## src/rtl/multiplicador_algoritmico_pkg.sv

```systemverilog
// Shared definitions for the sequential shift-add arithmetic blocks (multiplier, divider).
package multiplicador_algoritmico_pkg;

  typedef enum logic [1:0] {
    IDLE  = 2'd0,
    ADD   = 2'd1,
    SHIFT = 2'd2,
    FIN   = 2'd3
  } state_t;

  localparam int TAMANYO_DEF = 32;

endpackage

```

## src/rtl/multiplicador_algoritmico.sv

```systemverilog
// Sequential shift-add multiplier, one ADD/SHIFT pair per operand bit.
// MULT_SIGNED_EN defined: two's-complement operands (sign-magnitude core); undefined: unsigned.
//
// state | meaning
// IDLE  | waiting for Start, Done cleared
// ADD   | conditionally add M into ACCU when Q[0]=1
// SHIFT | shift {ACCU,Q} right, count down
// FIN   | load Prod (sign-corrected), pulse Done
module multiplicador_algoritmico
  import multiplicador_algoritmico_pkg::*;
#(
  parameter int tamanyo = TAMANYO_DEF
) (
  input  logic                   CLK,
  input  logic                   RSTa,
  input  logic                   Start,
  input  logic [tamanyo-1:0]     A,
  input  logic [tamanyo-1:0]     B,
  output logic [2*tamanyo-1:0]   Prod,
  output logic                   Done
);

  localparam int CW = $clog2(tamanyo);

  state_t             state;
  logic [tamanyo:0]   accu;
  logic [tamanyo-1:0] m;
  logic [tamanyo-1:0] q;
  logic [CW-1:0]      cont;
`ifdef MULT_SIGNED_EN
  logic               sign_a;
  logic               sign_b;
`endif

  always_ff @(posedge CLK or negedge RSTa) begin
    if (!RSTa) begin
      state  <= IDLE;
      Prod   <= '0;
      Done   <= 1'b0;
      accu   <= '0;
      m      <= '0;
      q      <= '0;
      cont   <= '0;
`ifdef MULT_SIGNED_EN
      sign_a <= 1'b0;
      sign_b <= 1'b0;
`endif
    end else begin
      case (state)
        IDLE: begin
          Done <= 1'b0;
          if (Start) begin
`ifdef MULT_SIGNED_EN
            // negating the most negative value wraps to 2^(tamanyo-1), the correct magnitude
            sign_a <= A[tamanyo-1];
            sign_b <= B[tamanyo-1];
            m      <= A[tamanyo-1] ? -A : A;
            q      <= B[tamanyo-1] ? -B : B;
`else
            m      <= A;
            q      <= B;
`endif
            accu   <= '0;
            cont   <= CW'(tamanyo - 1);
            state  <= ADD;
          end
        end
        ADD: begin
          if (q[0]) accu <= accu + {1'b0, m};
          state <= SHIFT;
        end
        SHIFT: begin
          {accu, q} <= {1'b0, accu, q[tamanyo-1:1]};
          cont      <= cont - 1'b1;
          state     <= (cont == '0) ? FIN : ADD;
        end
        FIN: begin
`ifdef MULT_SIGNED_EN
          Prod <= (sign_a ^ sign_b) ? -{accu[tamanyo-1:0], q} : {accu[tamanyo-1:0], q};
`else
          Prod <= {accu[tamanyo-1:0], q};
`endif
          Done  <= 1'b1;
          state <= IDLE;
        end
        default: state <= IDLE;
      endcase
    end
  end

endmodule
```

## config.mk

```make
export PLATFORM = sky130hd
export DESIGN_NAME = multiplicador_algoritmico
export DESIGN_NICKNAME = d
export VERILOG_FILES = /design/src/rtl/multiplicador_algoritmico_pkg.sv /design/src/rtl/multiplicador_algoritmico.sv
export SDC_FILE = /design/constraint.sdc
export NUM_CORES = 1
export LEC_CHECK = 0
export ABC_AREA = 0
export CORE_MARGIN = 2
export CORE_UTILIZATION = 50
export CTS_CLUSTER_SIZE = 40
export DETAILED_ROUTE_END_ITERATION = 16
export PLACE_DENSITY = 0.77
export SETUP_SLACK_MARGIN = 0.5
export SKIP_LAST_GASP = 1
export SYNTH_ARGS = -nofsm -noshare
export SYNTH_HDL_FRONTEND = slang
export SYNTH_SLANG_ARGS = --single-unit
```

## constraint.sdc

```tcl
create_clock -name CLK -period 2.3 [get_ports CLK]
set_input_delay 0.23 -clock CLK [delete_from_list [all_inputs] [get_ports CLK]]
set_output_delay 0.23 -clock CLK [all_outputs]
set_load 0.005 [all_outputs]
```

==> results.sh, run 1 <==
export IMPL_outcome="finished, violations left"
export IMPL_violations="negative setup slack"
export IMPL_vias=7434
export IMPL_max_slew_margin_rel_pct=52.8
export IMPL_synth_xor_area_share_pct=2.17
export IMPL_area_growth_synth_to_final_pct=42.2
export IMPL_post_route_cells_drive_above_1_share_pct=31.9
export IMPL_synth_adder_area_share_pct=5.58
export IMPL_finalWorstSetupSlack_ps=-17.5
export IMPL_ys_ff_latch=169
export IMPL_post_synth_mux_area_share_pct=16.4
export IMPL_mostFrequentLayoutCells="dfrtp_1 (163), clkdlybuf4s50_1 (130), mux2_2 (97)"
export IMPL_grt_util_met2_pct=40.5
export IMPL_io_pins=132
export IMPL_rows=48
export IMPL_tritoncts="done"
export IMPL_synth_edf_count=0
export IMPL_nNetsFinal=1134
export IMPL_final_common_cell="dfrtp_1"
export IMPL_use_met3_pct=6.59
export IMPL_viasPerCell=5.87
export IMPL_overflow=0
export IMPL_cpPeakStageDelay_ps=410
export IMPL_dieArea_um2=18800
export IMPL_setup_tns_ps=-25.1
export IMPL_die_height_um=137
export IMPL_postRouteAntennaNets=0
export IMPL_setup_viol=3
export IMPL_grt_start_max_net_pins=66
export IMPL_syn_avg_cell_area_um2=10.8
export IMPL_h_tree_depth=4
export IMPL_routedWlPerCell_um=19.8
export IMPL_first_pass_iters=5
export IMPL_synthesis_area_um2=8880
export IMPL_p_per_area_nw_per_um2=484
export IMPL_drtIter0Drc=510
export IMPL_die_w_um=137
export IMPL_cp_required_ps=2670
export IMPL_min_period_ps=2320
export IMPL_crit_path_top_delay_cell="dfrtp_1"
export IMPL_grt_busiest_layer="met2"
export IMPL_grt_use_total_pct=25.7
export IMPL_fp_coreArea_um2=17300
export IMPL_fin_hold_ws_ps=336
export IMPL_synthCells=824
export IMPL_diodes=0
export IMPL_gp_routability_congestion=0.883
export IMPL_synth_seq_area_share_pct=47.6
export IMPL_clkTransAtPathRegs_ps=70
export IMPL_dp_cells=1180
export IMPL_startpoint_type="flip-flop"
export IMPL_first_global_vias=7322
export IMPL_timing_fmax_mhz=431
export IMPL_hold_path_class="input pin to asynchronous set/reset pin"
export IMPL_period_share_pct=101
export IMPL_crit_type="flip-flop to flip-flop"
export IMPL_start_util_pct=51.3
export IMPL_drc=0
export IMPL_insertion_delay_ps=450
export IMPL_antenna_found_initial=0
export IMPL_worst_setup_path_end_kind="flip-flop"
export IMPL_synth_cell_types=68
export IMPL_root_buffer="clkbuf_16"
export IMPL_cp_cell_sequence="ha_4 -> a211oi_2 -> nor2_1 -> a311o_1 -> a31oi_4 -> buf_4 -> buf_6 -> o21bai_4 -> xnor2_2 -> o22ai_1"
export IMPL_drt_wl_total_mm=25.0
export IMPL_n_fill_cell=1158
export IMPL_finalHoldViolCount=0
export IMPL_drv_slew=0
export IMPL_fin_skew_ps=11.2
export IMPL_synth_simple_gate_area_share_pct=10.1
export IMPL_p_leak_nw=5.86
export IMPL_ys_async_sr_fraction_pct=100
export IMPL_synth_compound_area_share_pct=15.5
export IMPL_grt_setup_unrepaired="yes"
export IMPL_arrival_ps=2690
export IMPL_synth_nets=930
export IMPL_synth_top_family_by_area="multiplexers"
export IMPL_synth_warnings=0
export IMPL_fin_cells=1266
export IMPL_clk_path_buf_depth=2
export IMPL_cp_max_fo=5
export IMPL_dpl_hpwl_mm=15.2
export IMPL_clock_sinks=169
export IMPL_use_met1_pct=34.2
export IMPL_io_buffer_count=131
export IMPL_numCtsBuffers=17
export IMPL_synth_ff_type="dfrtp_1"
export IMPL_cap_violations=0
export IMPL_worst_pin_slew_ps=705
export IMPL_p_total_w=0.00612
export IMPL_ir_drop_v=0.000645
export IMPL_grt_first_pass_wirelength_mm=37.6
-- repair_timing --
item / in CTS / in global routing
pin swaps: 21 / 23
hold buffers: 1 / 0
endpoints found under the setup margin: 70 / 35
setup buffers: 27 / 20
gates cloned: 2 / 4
hold endpoints to repair: 54 / 0
gates resized for setup: 51 / 63
-- flip-flops by register name, summed over array words and instances (netlist names) --
| register | count |
|---|---|
| m | 32 |
| cont | 5 |
| Done | 1 |
| q | 32 |
| state | 2 |
| accu | 33 |
| Prod | 64 |
-- worst max-delay path: cells and delay by family (launching register included) --
kind,cells,cell delay [ps]
flip-flops,1,410
AND/OR/NAND/NOR,1,120
buffers and inverters,2,260
XOR/XNOR,1,140
AO/OA/AOI/OAI,5,1040
adder cells (fa/ha/maj),1,280
-- final cells by class --
cell class                      instances  area [um2]  area share (%)
Multi-Input combinational cell        595        5060            40.1
Sequential cell                       169        4240            33.6
Timing Repair Buffer                  229        2380            18.9
Clock buffer                           17         425            3.37
Tap cell                              225         282            2.23
Clock inverter                         15         175            1.39
Inverter                               16        60.1           0.476
-- cells in the mapped netlist (5+ instances only) --
cell        n  area (um2)
a21oi_1    61         305
nand2_1    71         267
xnor2_1    11        96.3
o21ai_0    59         295
o21ai_1    12        60.1
a21o_1      8        60.1
ha_1       38         475
xor2_1     11        96.3
inv_1      16        60.1
mux2i_1    36         360
nand4_1    11        68.8
nand3_1    21         105
a31oi_1     5        31.3
nor2_1     35         131
mux2_2     97        1090
buf_2       9        45.0
o22ai_1    12        75.1
o21bai_1    7        52.6
o21a_1      5        37.5
and3_1     20         125
clkbuf_1   31         116
dfrtp_1   169        4230
nor3_1      9        45.0
-- metrics by stage --
step / utilization [%] / instance area, um2 / setup WS [ps]
floorplan: - / 9080 / 209
global placement: 63.4 / 11000 / 36.3
detailed placement: 63.4 / 11000 / -23.6
CTS: 69.7 / 12100 / 20.9
global route: 73.0 / 12600 / -108
finish: 73.0 / 12600 / -17.5
-- cell families (layout without fill, tap and decap cells) --
group | Yosys count | count (layout)
mux | 133 | 133
simple gates | 187 | 187
compound gates | 214 | 214
buf+inv | 60 | 277
xor+xnor | 22 | 22
fa+ha+maj | 39 | 39
flops | 169 | 169
-- metal layers --
layer	up-vias	share of wire [%]	wire (um)
met5	-	0	0
met4	0	2.4	600
met2	269	48	11900
met3	61	6.4	1590
met1	3681	44	10900
li1	3423	-	-
-- worst paths after layout --
path / cells past startpoint / endpoint / start / slack [ps]
hold / removal: 2 / m[20]$_DFFE_PN0P_ / RSTa / 340
max in group asynchronous: 3 / Prod[27]$_DFFE_PN0P_ / RSTa / 1320
setup reg to reg: 10 / accu[19]$_DFFE_PN0P_ / m[8]$_DFFE_PN0P_ / -20
setup / recovery: 10 / accu[19]$_DFFE_PN0P_ / m[8]$_DFFE_PN0P_ / -20
hold reg to reg: 1 / accu[32]$_DFFE_PN0P_ / accu[32]$_DFFE_PN0P_ / 490
min in group CLK: 2 / m[19]$_DFFE_PN0P_ / A[19] / 390
-- power breakdown --
part	total, W	switching, W	internal [W]
Combinational	0.000192	0.0000793	0.000113
Sequential	0.00297	0	0.00297
Clock	0.00296	0.00140	0.00155
Total	0.00612	0.00148	0.00463
No activity file was read; power rests on OpenSTA's default activity.
==> run 2, diff against run 1 <==
--- a/config.mk
+++ b/config.mk
@@ -8,7 +8,6 @@
 export ABC_AREA = 0
 export CORE_MARGIN = 2
 export CORE_UTILIZATION = 50
-export CTS_CLUSTER_SIZE = 40
 export DETAILED_ROUTE_END_ITERATION = 16
 export PLACE_DENSITY = 0.77
 export SETUP_SLACK_MARGIN = 0.5
==> results of run 2 <==
Final layout, timing and power as in run 1 (identical DEF).
==> run 3, diff against run 2 <==
--- a/config.mk
+++ b/config.mk
@@ -9,6 +9,7 @@
 export CORE_MARGIN = 2
 export CORE_UTILIZATION = 50
 export DETAILED_ROUTE_END_ITERATION = 16
+export HOLD_SLACK_MARGIN = 0.05
 export PLACE_DENSITY = 0.77
 export SETUP_SLACK_MARGIN = 0.5
 export SKIP_LAST_GASP = 1
==> constraint.sdc (replaced) <==
create_clock -name CLK -period 2.3 [get_ports CLK]
set_input_delay 0.46 -clock CLK [delete_from_list [all_inputs] [get_ports CLK]]
set_output_delay 0.46 -clock CLK [all_outputs]
set_load 0.005 [all_outputs]
==> results.sh, run 3 (synthesis gave the netlist of run 1 again) <==
export IMPL_outcome="finished, violations left"
export IMPL_violations="negative setup slack"
export IMPL_place_ws_ps=26.4
export IMPL_drc=0
export IMPL_first_pass_iters=5
export IMPL_p_total_w=0.00601
export IMPL_startpoint_type="flip-flop"
export IMPL_hold_path_class="flip-flop to flip-flop"
export IMPL_rows=48
export IMPL_reg_top3="Prod (64), accu (33)"
export IMPL_cap_violations=0
export IMPL_grt_start_max_net_pins=67
export IMPL_mostFrequentLayoutCells="dfrtp_1 (166), mux2_2 (97), clkdlybuf4s50_1 (97)"
export IMPL_dieArea_um2=18800
export IMPL_min_period_ps=2300
export IMPL_n_fill_cell=1195
export IMPL_postRouteAntennaNets=0
export IMPL_cp_required_ps=2620
export IMPL_antenna_found_initial=0
export IMPL_dpl_hpwl_mm=15.2
export IMPL_final_common_cell="dfrtp_1"
export IMPL_start_util_pct=51.3
export IMPL_fin_skew_ps=12.8
export IMPL_routedWlPerCell_um=19.2
export IMPL_overflow=0
export IMPL_cp_cell_sequence="ha_4 -> and2_4 -> a221oi_4 -> a21oi_2 -> a211o_4 -> a31oi_1 -> xor2_1 -> o22ai_1"
export IMPL_ir_drop_v=0.000526
export IMPL_multi_input_area_um2=4980
export IMPL_drv_slew=0
export IMPL_p_per_area_nw_per_um2=478
export IMPL_fp_coreArea_um2=17300
export IMPL_gp_routability_congestion=0.924
export IMPL_drt_wl_total_mm=24.5
export IMPL_insertion_delay_ps=440
export IMPL_largest_reg_flops=64
export IMPL_grt_use_total_pct=25.1
export IMPL_crit_path_top_delay_cell="dfrtp_1"
export IMPL_place_area_um2=11100
export IMPL_die_height_um=137
export IMPL_max_slew_margin_rel_pct=47.6
export IMPL_regArea_um2=4230
export IMPL_nNetsFinal=1143
export IMPL_worst_setup_path_end_kind="flip-flop"
export IMPL_drtIter0Drc=667
export IMPL_timing_fmax_mhz=434
export IMPL_arrival_ps=2630
export IMPL_setup_viol=1
export IMPL_p_leak_nw=6.32
export IMPL_cpPeakStageDelay_ps=420
export IMPL_tritoncts="done"
export IMPL_numCtsBuffers=17
export IMPL_vias=7439
export IMPL_period_share_pct=100
export IMPL_setup_tns_ps=-4.84
export IMPL_io_buffer_count=131
export IMPL_final_cell_area_um2=12600
export IMPL_clk_path_buf_depth=2
export IMPL_grt_setup_unrepaired="yes"
export IMPL_top_register="Prod"
export IMPL_root_buffer="clkbuf_16"
export IMPL_die_w_um=137
export IMPL_first_global_vias=7393
export IMPL_h_tree_depth=4
export IMPL_viasPerCell=5.83
export IMPL_area_growth_synth_to_final_pct=41.6
export IMPL_finalWorstSetupSlack_ps=-4.84
export IMPL_post_route_cells_drive_above_1_share_pct=30.9
export IMPL_clock_sinks=169
export IMPL_io_pins=132
export IMPL_finalHoldViolCount=0
export IMPL_grt_first_pass_wirelength_mm=37.0
export IMPL_crit_type="flip-flop to flip-flop"
export IMPL_clkTransAtPathRegs_ps=70
export IMPL_fin_hold_ws_ps=485
export IMPL_cp_max_fo=5
export IMPL_worst_pin_slew_ps=783
==> run 3: cell types whose count changed in the layout (fill, tap and decap cells not counted), moves of 4 or more <==
cell | before | now
clkdlybuf4s50_1 | 130 | 97
dlymetal6s2s_1 | 0 | 23
buf_4 | 64 | 81
dlygate4sd2_1 | 0 | 10
buf_12 | 14 | 9
buf_6 | 14 | 10
==> run 3: worst max-delay path, delay by kind of cell, from the launching register on <==
kind | cells | cell delay, ps
AO/OA/AOI/OAI | 5 | 1150
XOR/XNOR | 1 | 170
adder cells (fa/ha/maj) | 1 | 290
flip-flops | 1 | 420
AND/OR/NAND/NOR | 1 | 160
==> run 3: final timing paths <==
path                                      start  cells after the start              endpoint  slack, ps
max reg2reg                    m[4]$_DFFE_PN0P_                      8  accu[29]$_DFFE_PN0P_         -5
max in group asynchronous                  RSTa                      3  accu[11]$_DFFE_PN0P_       1110
min reg2reg                accu[32]$_DFFE_PN0P_                      1  accu[32]$_DFFE_PN0P_        490
min in group asynchronous                  RSTa                      2  Prod[54]$_DFFE_PN0P_        500
min                        accu[32]$_DFFE_PN0P_                      1  accu[32]$_DFFE_PN0P_        490
max                            m[4]$_DFFE_PN0P_                      8  accu[29]$_DFFE_PN0P_         -5
==> run 3: routing by layer <==
layer | part of all wire (%) | wire length, um | track usage (%)
met1 | 44 | 10700 | 33.1
met2 | 48 | 11800 | 40.4
met3 | 6.2 | 1510 | 6.99
met4 | 1.8 | 435 | 7.85
met5 | 0 | 0 | 0
==> run 3: what timing repair did <==
item / 4_1_cts / 5_1_grt
pin swaps: 16 / 24
buffers inserted: 13 / 24
gates resized for setup: 44 / 77
endpoints found under the hold margin: 38 / 0
endpoints found under the setup margin: 43 / 121
gates cloned: 1 / 6
hold buffers: 1 / 0
==> run 3: cell type report <==
| cell class | instances | share of cell area (%) |
|---|---|---|
| Multi-Input combinational cell | 596 | 39.6 |
| Sequential cell | 169 | 33.7 |
| Timing Repair Buffer | 237 | 19.2 |
| Clock buffer | 18 | 3.49 |
| Tap cell | 225 | 2.24 |
| Clock inverter | 14 | 1.17 |
| Inverter | 16 | 0.528 |
| Antenna cell | 1 | 0.0199 |
==> run 3: metrics by stage <==
| stage | instances | utilization (%) |
|---|---|---|
| after floorplan | 824 | - |
| after global placement | 1198 | 63.9 |
| after detailed placement | 1198 | 63.9 |
| after CTS | 1245 | 68.9 |
| after global routing | 1275 | 72.6 |
| final | 1276 | 72.7 |
==> run 3: power breakdown <==
group          switching, W  leakage (nW)  total (W)  internal (W)
logic             0.0000771          3.70   0.000187      0.000109
registers                 0          2.34    0.00297       0.00297
clock network       0.00138         0.286    0.00286       0.00148
